File: src/rtl/ysyx_23060236_defs.sv
// rtl/ysyx_23060236_defs.sv - shared GPR constants and writeback source encoding
package ysyx_23060236_defs;

  localparam int GPR_NUM   = 16;
  localparam int GPR_AW    = 4;
  localparam int GPR_DW    = 32;
  localparam int GPR_CNT_W = 2;

  typedef enum logic {
    WB_EXU = 1'b0,
    WB_LSU = 1'b1
  } wb_src_e;

endpackage

File: src/rtl/ysyx_23060236_rr_arb2.sv
// rtl/ysyx_23060236_rr_arb2.sv - 2-way round-robin arbiter, one grant per cycle
module ysyx_23060236_rr_arb2
  import ysyx_23060236_defs::*;
(
  input  logic       clock,
  input  logic       reset,
  input  logic [1:0] req,
  output logic [1:0] gnt
);

  wb_src_e ptr;

  // The pointer only moves on contention, so a lone requester never steals the other's turn.
  always_comb begin
    gnt = req;
    if (req == 2'b11) begin
      gnt = (ptr == WB_EXU) ? 2'b01 : 2'b10;
    end
  end

  always_ff @(posedge clock) begin
    if (reset) begin
      ptr <= WB_EXU;
    end else if (req == 2'b11) begin
      ptr <= (ptr == WB_EXU) ? WB_LSU : WB_EXU;
    end
  end

endmodule

File: src/rtl/ysyx_23060236_rf_scoreboard.sv
// rtl/ysyx_23060236_rf_scoreboard.sv - register-file write scoreboard and writeback sequencer
module ysyx_23060236_rf_scoreboard
  import ysyx_23060236_defs::*;
#(
  parameter int ADDR_WIDTH = GPR_AW,
  parameter int DATA_WIDTH = GPR_DW,
  parameter int CNT_WIDTH  = GPR_CNT_W
) (
  input  logic                  clock,
  input  logic                  reset,
  input  logic                  issue_valid,
  output logic                  issue_ready,
  input  logic [ADDR_WIDTH-1:0] issue_rs1,
  input  logic [ADDR_WIDTH-1:0] issue_rs2,
  input  logic                  issue_use1,
  input  logic                  issue_use2,
  input  logic [ADDR_WIDTH-1:0] issue_rd,
  input  logic                  issue_rdwen,
  input  logic                  wb0_valid,
  output logic                  wb0_ready,
  input  logic [ADDR_WIDTH-1:0] wb0_rd,
  input  logic [DATA_WIDTH-1:0] wb0_data,
  input  logic                  wb1_valid,
  output logic                  wb1_ready,
  input  logic [ADDR_WIDTH-1:0] wb1_rd,
  input  logic [DATA_WIDTH-1:0] wb1_data,
  output logic                  rf_wen,
  output logic                  rf_valid,
  output logic [ADDR_WIDTH-1:0] rf_waddr,
  output logic [DATA_WIDTH-1:0] rf_wdata,
  output logic                  busy,
  output logic                  err
);

  localparam int NREG = 2 ** ADDR_WIDTH;
  localparam logic [CNT_WIDTH-1:0] CNT_MAX = '1;

  logic [CNT_WIDTH-1:0] cnt [NREG];
  logic [NREG-1:0]      inc_vec;
  logic [NREG-1:0]      dec_vec;
  logic [1:0]           gnt;
  logic                 hazard;
  logic                 issue_fire;
  logic                 retire;

  always_comb begin
    hazard = (issue_use1 && issue_rs1 != '0 && cnt[issue_rs1] != '0) ||
             (issue_use2 && issue_rs2 != '0 && cnt[issue_rs2] != '0) ||
             (issue_rdwen && issue_rd != '0 && cnt[issue_rd] == CNT_MAX);
  end

  assign issue_ready = ~hazard;
  assign issue_fire  = issue_valid & issue_ready;
  assign retire      = rf_valid & rf_wen;

  // Entry 0 is never tracked; its inc/dec bits stay low.
  always_comb begin
    inc_vec = '0;
    dec_vec = '0;
    busy    = 1'b0;
    for (int i = 1; i < NREG; i++) begin
      inc_vec[i] = issue_fire && issue_rdwen && (issue_rd == ADDR_WIDTH'(i));
      dec_vec[i] = retire && (rf_waddr == ADDR_WIDTH'(i)) && (cnt[i] != '0);
      busy       = busy | (cnt[i] != '0);
    end
  end

  always_ff @(posedge clock) begin
    if (reset) begin
      for (int i = 0; i < NREG; i++) begin
        cnt[i] <= '0;
      end
      err <= 1'b0;
    end else begin
      for (int i = 1; i < NREG; i++) begin
        case ({inc_vec[i], dec_vec[i]})
          2'b10:   cnt[i] <= cnt[i] + 1'b1;
          2'b01:   cnt[i] <= cnt[i] - 1'b1;
          default: cnt[i] <= cnt[i];
        endcase
      end
      if (retire && cnt[rf_waddr] == '0) begin
        err <= 1'b1;
      end
    end
  end

  ysyx_23060236_rr_arb2 u_arb (
    .clock (clock),
    .reset (reset),
    .req   ({wb1_valid, wb0_valid}),
    .gnt   (gnt)
  );

  assign wb0_ready = gnt[0];
  assign wb1_ready = gnt[1];

  // Registered write port: grant in cycle N drives the RF in N+1.
  always_ff @(posedge clock) begin
    if (reset) begin
      rf_valid <= 1'b0;
      rf_wen   <= 1'b0;
      rf_waddr <= '0;
      rf_wdata <= '0;
    end else if (gnt[1]) begin
      rf_valid <= 1'b1;
      rf_wen   <= (wb1_rd != '0);
      rf_waddr <= wb1_rd;
      rf_wdata <= wb1_data;
    end else if (gnt[0]) begin
      rf_valid <= 1'b1;
      rf_wen   <= (wb0_rd != '0);
      rf_waddr <= wb0_rd;
      rf_wdata <= wb0_data;
    end else begin
      rf_valid <= 1'b0;
      rf_wen   <= 1'b0;
    end
  end

endmodule

File: config.mk
export PLATFORM = sky130hd
export DESIGN_NAME = ysyx_23060236_rf_scoreboard
export DESIGN_NICKNAME = d
export VERILOG_FILES = /design/src/rtl/ysyx_23060236_defs.sv /design/src/rtl/ysyx_23060236_rr_arb2.sv /design/src/rtl/ysyx_23060236_rf_scoreboard.sv
export SDC_FILE = /design/constraint.sdc
export NUM_CORES = 1
export LEC_CHECK = 0
export CORE_AREA = 5 5 80 155
export CTS_BUF_LIST = sky130_fd_sc_hd__clkbuf_8
export DETAILED_ROUTE_END_ITERATION = 8
export DIE_AREA = 0 0 85 160
export PLACE_DENSITY = 0.81
export SYNTH_ARGS = -nofsm -noshare
export SYNTH_HDL_FRONTEND = slang
export SYNTH_SLANG_ARGS = --single-unit
File: constraint.sdc
create_clock -name clock -period 2.6 [get_ports clock]
set_input_delay 0.39 -clock clock [delete_from_list [all_inputs] [get_ports clock]]
set_output_delay 0.39 -clock clock [all_outputs]
set_load 0.02 [all_outputs]
==> results.cfg, run 1 <==
[yosys]
async_flop_share_pct = 0
synth_area_mm2 = 0.00496
synthCells = 549
synthMostInstantiatedCell = nor2_1
synth_nets = 672
synth_cell_types = 51
synth-seq-cells = 74
yosysWarnings = 0
synth_seq_area_share_pct = 35.9
synth_edf_count = 30
synth_top_area_share_pct = 18.2
synth_common_cells = 62 x nor2_1, 46 x nand2_1, 46 x o21ai_0
ys.flop_type = dfxtp_1
syn_area_per_cell_um2 = 9.03
synthTopCellsByArea = edfxtp_1 18%, dfxtp_1 18%, mux2i_1 7.9%, ha_1 7.8%, nor2_1 4.7%
yosysTopAreaCell = edfxtp_1

[setup_path]
regToRegSetupSlack_ns = -0.57
r2r-start = cnt[9][1]
crit_arrival_ns = 3.27
critPathLaunchType = flop
crit_type = flop to flop
crit_path_end_kind = flop
path_max_fanout = 6
r2r_cells = 12
rr_endpoint = cnt[13][1]
required_ns = 2.70

[die]
ios = 135
rows = 54
die_x_um = 85
die_area_mm2 = 0.0136
die_y_um = 160
core-area_mm2 = 0.0109
start_util_pct = 45.3

[clocking]
clockBufferDepth = 2
cts_buffers = 9
cts_hold_buf = 0
clock-sinks = 74
root_buffer = clkbuf_8
cts.htree.levels = 3
clock_latency_ns = 0.37
clk_pin_slew_ns = 0.08
cts_tree = yes

[grt]
grt_pass1_vias = 5896
gr-total-overflow = 0
grt_pass1_wl_mm = 30.1
grt_max_degree = 37
grt_usage_pct = 28.2
antenna_found_initial = 0

[placed_design]
portBuffers = 134
dpl.hpwl_mm = 13.6
gp_congestion = 1.02
dpl_worst_slack_ns = -1.01

[route]
ant_nets = 0
num_vias = 5557
wl_per_cell_um = 21.6
viasPerCell = 5.98
dr.pass1.iters = 6
drt_iter0_drc = 578
drc = 0
drt_wl_total_mm = 20.1

[pwr]
leakage_uw = 0.00340
peakVddDrop_uv = 443
powerDensity_mw_per_mm2 = 414
total_power_uw = 3510

[sta]
hold_slack_ns = 0.460
hold_violations = 0
worst_clock_skew_ns = 0.0187
worst_slack_ns = -0.566
min_period_ns = 3.17
rsz0062_at_grt = true
final.setup.tns_ns = -22.66
slew_headroom_pct = 59.5
worstMarginPinSlew_ns = 0.606
slew_violations = 0
max_freq_mhz = 316
fin_crit_sh_pct = 122
setup_viol = 55

[layout]
final_net_count = 908
syn2layout_area_growth_pct = 71.0
utilization_pct = 77.4
diodes = 0
drive_gt1_share_pct = 34.6

[min_path]
min_path_cells = 2
hold_start = rf_wdata[23]
hold_path.class = flop to flop
holdPathEnd = rf_wdata[23]

[flow_run]
drv_cap = 0

[run_status]
status = complete, but fails checks
violations = negative setup slack
-- sequential cells by signal (all words and copies together) (netlist names), named ones only --
| signal | flops |
|---|---|
| rf_waddr | 4 |
| rf_valid | 1 |
| err | 1 |
| rf_wen | 1 |
| u_arb.ptr | 1 |
| cnt | 30 |
| rf_wdata | 32 |
-- metal layers --
metal / part of all wire, % / track usage [%] / vias up
met3: 8.7 / 7.32 / 112
met2: 51 / 50.1 / 370
met1: 32 / 27.4 / 2599
li1: - / - / 2476
met4: 8.2 / 20.4 / 0
met5: 0 / 0 / -
-- cell type report --
| cell class | instances | area [um^2] |
|---|---|---|
| multi-input combinational | 423 | 3890 |
| tap | 140 | 175 |
| inverter | 24 | 90.1 |
| clock buffer | 9 | 124 |
| timing repair buffer | 253 | 2330 |
| fill | 712 | 2470 |
| sequential | 74 | 1780 |
| clock inverter | 7 | 76.3 |
-- power breakdown --
group          internal, uW  switching [uW]  leakage, uW
Sequential             1300            86.4     0.000671
Combinational           622             554      0.00262
Clock                   453             494     0.000105
Total                  2380            1130      0.00340
-- worst max-delay path by stage --
stage / from / endpoint / slack, ns / cells after the start
2_1_floorplan: issue_rd[1] / cnt[10][1] / -0.12 / 12
3_3_place_gp: issue_rd[1] / cnt[4][1] / -0.85 / 15
3_5_place_dp: issue_rd[1] / cnt[4][1] / -1.01 / 15
4_1_cts: cnt[5][1] / cnt[7][0] / -0.37 / 11
5_1_grt: cnt[7][1] / cnt[13][1] / -0.75 / 12
6_report: cnt[9][1] / cnt[13][1] / -0.57 / 12
-- stage by stage --
| step | std cells | instance area [um^2] |
|---|---|---|
| floorplan | 549 | 5060 |
| global placement | 890 | 7170 |
| detailed placement | 890 | 7170 |
| CTS | 920 | 8180 |
| global route | 930 | 8480 |
| finish | 930 | 8480 |
-- worst max-delay path, cell delays in order (launching register included) --
cell,delay (ns)
edfxtp_1,0.49
buf_4,0.19
nor3_1,0.28
o21ai_0,0.15
a41oi_1,0.21
a311o_1,0.23
nand3_4,0.14
buf_6,0.15
or4_4,0.50
ha_4,0.19
xor2_2,0.15
xnor2_1,0.18
nor2_1,0.06
-- cell families after synthesis --
group	count (synthesis)	share of synthesized area (%)
compound gates	95	11.8
fa+ha+maj	31	7.82
xor+xnor	21	3.71
simple gates	223	22.6
mux	53	13.4
flops	74	35.9
buf+inv	52	4.72
-- cell usage in the layout, fill, tap and decap left out, types with 8 or more instances in the layout --
| cell | instances |
|---|---|
| nand2_1 | 46 |
| clkbuf_8 | 9 |
| or4_4 | 13 |
| buf_6 | 21 |
| nor3_2 | 13 |
| nor3_1 | 16 |
| nor2_4 | 15 |
| dfxtp_1 | 44 |
| nor2_1 | 39 |
| buf_4 | 95 |
| nor2_2 | 8 |
| or3_1 | 15 |
| o21ai_0 | 45 |
| inv_1 | 24 |
| xnor2_1 | 13 |
| edfxtp_1 | 30 |
| ha_1 | 8 |
| ha_4 | 20 |
| mux2i_1 | 39 |
| clkdlybuf4s50_1 | 125 |
| nor4_4 | 12 |
| mux4_2 | 10 |
-- timing repair --
item / 4_1_cts / 5_1_grt
hold endpoints to repair: 0 / 0
gates cloned: 1 / 0
gates resized for setup: 140 / 44
pin swaps: 62 / 27
buffers inserted: 14 / 10
endpoints found under the setup margin: 56 / 56
(Power assumes the default switching activity.)
==> run 2: changes to the inputs <==
Settings changed: CTS_CLUSTER_DIAMETER set to 40.
==> results of run 2 <==
No change in the layout: final DEF, timing and power equal those of run 1.
